$ cat config.mk
export PLATFORM = sky130hd
export DESIGN_NAME = lock_report_tx_flat
export DESIGN_NICKNAME = d
export VERILOG_FILES = /design/src/rtl/lock_report_if.sv /design/src/rtl/lock_report_tx.sv /design/src/flat_wrapper.sv
export SDC_FILE = /design/constraint.sdc
export NUM_CORES = 1
export LEC_CHECK = 0
export CAP_MARGIN = 20
export CORE_UTILIZATION = 50
export DETAILED_ROUTE_END_ITERATION = 8
export HOLD_SLACK_MARGIN = 0.05
export PLACE_DENSITY_LB_ADDON = 0.15
export SETUP_SLACK_MARGIN = 0.05
export SYNTH_ARGS = -nofsm -noshare
export SYNTH_HDL_FRONTEND = slang
export SYNTH_SLANG_ARGS = --single-unit
export TNS_END_PERCENT = 100
$ cat constraint.sdc
create_clock -name clk -period 6 [get_ports clk]
set_input_delay 1.2 -clock clk [delete_from_list [all_inputs] [get_ports clk]]
set_output_delay 1.2 -clock clk [all_outputs]
set_load 0.1 [all_outputs]
$ cat src/rtl/lock_report_if.sv
// Request/status and UART transmit signals of the lock reporter, grouped as one bundle.
interface lock_report_if;
  logic        start;
  logic [1:0]  state;
  logic [31:0] value;
  logic        busy;
  logic        done;
  logic [7:0]  txdata;
  logic        txclk;
  logic        txready;

  modport master (
    output start, state, value, txready,
    input  busy, done, txdata, txclk
  );

  modport slave (
    input  start, state, value, txready,
    output busy, done, txdata, txclk
  );
endinterface

$ cat src/rtl/lock_report_tx.sv
// Sends one ASCII line "<state letter>:<hex value><EOL>" per start request
// over a txready/txclk byte handshake.
module lock_report_tx #(
  parameter bit SUPPRESS_ZEROS = 1'b1,
  parameter bit EOL_CRLF       = 1'b1
) (
  input  logic        clk,
  input  logic        reset,
  lock_report_if.slave bus
);

  typedef enum logic [1:0] {IDLE, SEND, WAIT} fsm_t;

  localparam logic [3:0] EOL_LEN = EOL_CRLF ? 4'd2 : 4'd1;

  fsm_t        fsm;
  logic [1:0]  cap_state;
  logic [31:0] cap_value;
  logic [3:0]  cap_ndig;
  logic [3:0]  idx;
  logic        busy;
  logic        done;
  logic        txclk;
  logic [7:0]  txdata;
  logic [7:0]  cur_byte;
  logic [2:0]  digit_sel;
  logic [3:0]  last_idx;

  function automatic logic [7:0] state_letter(input logic [1:0] s);
    case (s)
      2'd0:    return 8'h49;
      2'd1:    return 8'h53;
      2'd2:    return 8'h4F;
      default: return 8'h41;
    endcase
  endfunction

  function automatic logic [7:0] hex_ascii(input logic [3:0] n);
    return (n < 4'd10) ? (8'h30 + {4'h0, n}) : (8'h37 + {4'h0, n});
  endfunction

  // Number of significant hex digits: 8 minus the leading-zero nibble count, never below 1.
  function automatic logic [3:0] digit_count(input logic [31:0] v);
    logic [3:0] cnt;
    cnt = 4'd1;
    for (int i = 1; i < 8; i++) begin
      if (v[4*i +: 4] != 4'h0) cnt = 4'(i + 1);
    end
    return cnt;
  endfunction

  // Frame layout: idx 0 letter, 1 colon, 2..ndig+1 digits (MS first), then terminator.
  always_comb begin
    cur_byte  = 8'h0A;
    digit_sel = 3'(cap_ndig + 4'd1 - idx);
    if (idx == 4'd0) begin
      cur_byte = state_letter(cap_state);
    end else if (idx == 4'd1) begin
      cur_byte = 8'h3A;
    end else if (idx < 4'd2 + cap_ndig) begin
      cur_byte = hex_ascii(cap_value[{digit_sel, 2'b00} +: 4]);
    end else if (EOL_CRLF && (idx == 4'd2 + cap_ndig)) begin
      cur_byte = 8'h0D;
    end
  end

  assign last_idx = 4'd1 + cap_ndig + EOL_LEN;

  always_ff @(posedge clk or posedge reset) begin
    if (reset) begin
      fsm       <= IDLE;
      cap_state <= 2'd0;
      cap_value <= 32'h0;
      cap_ndig  <= 4'd0;
      idx       <= 4'd0;
      busy      <= 1'b0;
      done      <= 1'b0;
      txclk     <= 1'b0;
      txdata    <= 8'h00;
    end else begin
      done  <= 1'b0;
      txclk <= 1'b0;
      case (fsm)
        IDLE: begin
          if (bus.start) begin
            cap_state <= bus.state;
            cap_value <= bus.value;
            cap_ndig  <= SUPPRESS_ZEROS ? digit_count(bus.value) : 4'd8;
            idx       <= 4'd0;
            busy      <= 1'b1;
            fsm       <= SEND;
          end
        end
        SEND: begin
          if (bus.txready) begin
            txclk  <= 1'b1;
            txdata <= cur_byte;
            fsm    <= WAIT;
          end
        end
        WAIT: begin
          // SEND only strobes with txready high, so a low here is the UART taking the byte.
          if (!bus.txready) begin
            if (idx == last_idx) begin
              busy <= 1'b0;
              done <= 1'b1;
              fsm  <= IDLE;
            end else begin
              idx <= idx + 4'd1;
              fsm <= SEND;
            end
          end
        end
        default: fsm <= IDLE;
      endcase
    end
  end

  assign bus.busy   = busy;
  assign bus.done   = done;
  assign bus.txclk  = txclk;
  assign bus.txdata = txdata;

endmodule

$ cat src/flat_wrapper.sv
// flat-port wrapper written by rule: the top's interface ports become plain ports
module lock_report_tx_flat 
#(
  parameter bit SUPPRESS_ZEROS = 1'b1,
  parameter bit EOL_CRLF       = 1'b1
)
  (clk, reset, bus_start, bus_state, bus_value, bus_txready, bus_busy, bus_done, bus_txdata, bus_txclk);
  lock_report_if bus_i ();
  input  logic clk;
  input  logic reset;
  input wire logic [$bits(bus_i.start)-1:0] bus_start;
  input wire logic [$bits(bus_i.state)-1:0] bus_state;
  input wire logic [$bits(bus_i.value)-1:0] bus_value;
  input wire logic [$bits(bus_i.txready)-1:0] bus_txready;
  output wire logic [$bits(bus_i.busy)-1:0] bus_busy;
  output wire logic [$bits(bus_i.done)-1:0] bus_done;
  output wire logic [$bits(bus_i.txdata)-1:0] bus_txdata;
  output wire logic [$bits(bus_i.txclk)-1:0] bus_txclk;
  assign bus_i.start = bus_start;
  assign bus_i.state = bus_state;
  assign bus_i.value = bus_value;
  assign bus_i.txready = bus_txready;
  assign bus_busy = bus_i.busy;
  assign bus_done = bus_i.done;
  assign bus_txdata = bus_i.txdata;
  assign bus_txclk = bus_i.txclk;
  lock_report_tx #(.SUPPRESS_ZEROS(SUPPRESS_ZEROS), .EOL_CRLF(EOL_CRLF)) u_core (.clk(clk), .reset(reset), .bus(bus_i));
endmodule
==> flow_summary.toml <==
[status]
outcome = "finished clean"

[setup_path]
crit_family = "adder cells"
endpoint_kind = "flop"
crit_top_cell = "ha_1"
required_ns = 6.20
path_cells = "ha_1 -> inv_1 -> fa_1 -> mux4_2 -> mux2i_1 -> ha_1 -> or3b_1 -> a21oi_1 -> o21ai_1"
crit_path_start_kind = "flop"
worst-path-buf-inv = 1
worst-setup-path-type = "reg2reg"
cp.arrival_ns = 3.70
cp_max_fo = 8
critPathSlowestCell = "fa_1"
cpPeakStageDelay_ns = 0.79

[synthesis]
syn_area_um2 = 3070
synth_edf_count = 0
yosysTopAreaCell = "dfrtp_1"
postSynth.asyncResetShare_pct = 100
ys_ff_latch = 54
syn_nets = 382
synth_top_cell_area_share_pct = 44.0
synth-warning-count = 0
yosysUniqueCellTypes = 49
synthTopCellsByArea = "dfrtp_1 (44%), nand2_1 (13%), ha_1 (7.3%)"
yosysSeqAreaShare_pct = 44.0
netlist_top_cells_count = "nand2_1 (109), dfrtp_1 (54), ha_1 (18)"
synth.most_common_cell = "nand2_1"
avgSynthCellArea_um2 = 9.46
syn_inst = 325
synth_ff_type = "dfrtp_1"

[route]
drt_iter0_drc = 100
wl_mm = 6.54
ant_nets = 0
wl_per_cell_um = 14.7
drt_first_pass_iters = 4
vias = 2410
via_per_inst = 5.43
drc = 0

[die]
die_y_um = 80.4
fp.dieW_um = 80.4
die_area_um2 = 6470
core_area_um2 = 5920
start_util_pct = 51.9
io_pins = 49
rows = 28

[cts]
h-tree-depth = 2
cts_buffers = 5
path_clk_slew_ns = 0.10
clock_latency_ns = 0.31
cts_setup_buffers = 0
ctsHoldBuffers = 0
clk_path_buf_depth = 2
clock-root-buffer = "clkbuf_8"
cts_tree = "built"
clock-sinks = 54
cts_resized = 0

[timing]
worstMarginPinSlew_ns = 0.961
fin_crit_sh_pct = 58.4
skew_ns = 0.00882
finalSetupTns_ns = 0
max_slew_margin_pct = 35.7
finalHoldViolCount = 0
layout_setup_ws_ns = 2.49
rsz0062_at_grt = "false"
finalSetupViolations = 0
min_period_ns = 3.51
max_freq_mhz = 285
final_max_slew_viol_count = 0

[power_and_ir_drop]
power.total_mw = 2.08
clkPwrFrac_pct = 14.4
seq_power_share_pct = 30.3
vdd_drop_max_v = 0.000323
switching_share_pct = 45.2
p_switching_uw = 938
powerDensity_nw_per_um2 = 557
p_int_mw = 1.14
p_leak_nw = 1.74
p_comb_share_pct = 55.3

[layout]
syn_to_final_growth_pct = 21.1
final_core_util_pct = 62.9
diodes = 0
nets = 425
drive_gt1_share_pct = 7.05

[global_route]
grt_pass1_wl_mm = 11.2
grt_pass1_vias = 2311
grt_usage_pct = 23.0
overflow = 0
antenna_found_initial = 0
grt_max_degree = 55

[placement]
hpwl_mm = 4.85
place_ws_ns = 2.54
gp_congestion = 0.811
portBuffers = 47

[job]
max_cap_viol_count = 0

[hold_path]
hp-class = "reg2reg"
## cells in the final DEF (no fill, tap or decap), types with 2 or more instances in the layout
master	instances
o21a_1	3
buf_4	3
nand2b_1	2
o211ai_1	2
clkbuf_8	6
xnor2_1	3
nand3_1	11
xnor2_2	2
nor2_1	9
or4_1	2
inv_1	11
and2_1	4
mux4_2	8
dfrtp_1	54
o21ai_0	16
o2111ai_1	2
nand4_1	2
nand2_1	109
clkdlybuf4s50_1	47
xor2_1	4
bufinv_16	2
nor4_1	6
ha_1	18
nor2b_1	2
a22o_1	2
mux2i_1	4
a21oi_1	10
nor3_1	4
## registers in the layout (all words and copies together) (netlist names)
register,flops
u_core.bus.busy,1
u_core.bus.txclk,1
u_core.cap_ndig,4
u_core.fsm,2
u_core.bus.txdata,7
u_core.bus.done,1
u_core.cap_state,2
u_core.cap_value,32
u_core.idx,4
## cell type report
class / instances / area, um^2
Sequential cell: 54 / 1350
Tap cell: 75 / 93.8
Clock inverter: 2 / 60.1
Clock buffer: 6 / 82.6
Inverter: 12 / 45.0
Multi-Input combinational cell: 245 / 1600
Timing Repair Buffer: 50 / 493
Fill cell: 513 / 2200
## worst min-delay path, stage by stage (launching register included)
cell and delay [ns]:
dfrtp_1 0.36, nand2_1 0.05, nand2_1 0.05
## metrics by stage
stage,instances,hold slack [ns],cell area (um^2)
floorplan,325,0.440,3070
global placement,436,0.456,3580
detailed placement,436,0.465,3580
CTS,444,0.487,3720
global route,444,0.514,3720
finish,444,0.491,3720
## routing by layer
layer  wire, um  track usage [%]  share of wire [%]  vias to the layer above
li1           -                -                  -                     1194
met1       2950             30.6                 45                     1142
met2       3220             38.1                 49                       68
met3        294             4.20                4.5                        6
met4         75             6.96                1.1                        0
met5          0                0                  0                        -
## cell families after synthesis
logic type,after synthesis,synth area share (%)
AO/OA/AOI/OAI,47,10.3
multiplexers,13,7.90
AND/OR/NAND/NOR,154,21.4
flip-flops,54,44.0
buffers and inverters,26,4.07
adder cells (fa/ha/maj),19,7.98
other,1,0.122
XOR/XNOR,11,4.31
## power groups by stage
stage               combinational, mW  sequential [mW]  clock (mW)
floorplan                       0.759            0.763           0
global placement                 1.12            0.626           0
detailed placement               1.14            0.634           0
CTS                              1.15            0.628       0.303
global route                     1.27            0.649       0.319
finish                           1.15            0.628       0.298
## final timing paths
check	startpoint	endpoint	slack, ns	cells after the start
min in group asynchronous	reset	u_core.bus.txdata[5]	1.39	3
worst min register to register	u_core.cap_value[6]	u_core.cap_value[6]	0.49	2
max in group asynchronous	reset	u_core.cap_value[15]	4.17	3
worst max-delay path	u_core.cap_ndig[0]	u_core.bus.txdata[2]	2.49	9
worst max register to register	u_core.cap_ndig[0]	u_core.bus.txdata[2]	2.49	9
worst min-delay path	u_core.cap_value[6]	u_core.cap_value[6]	0.49	2
(Power assumes the default switching activity.)
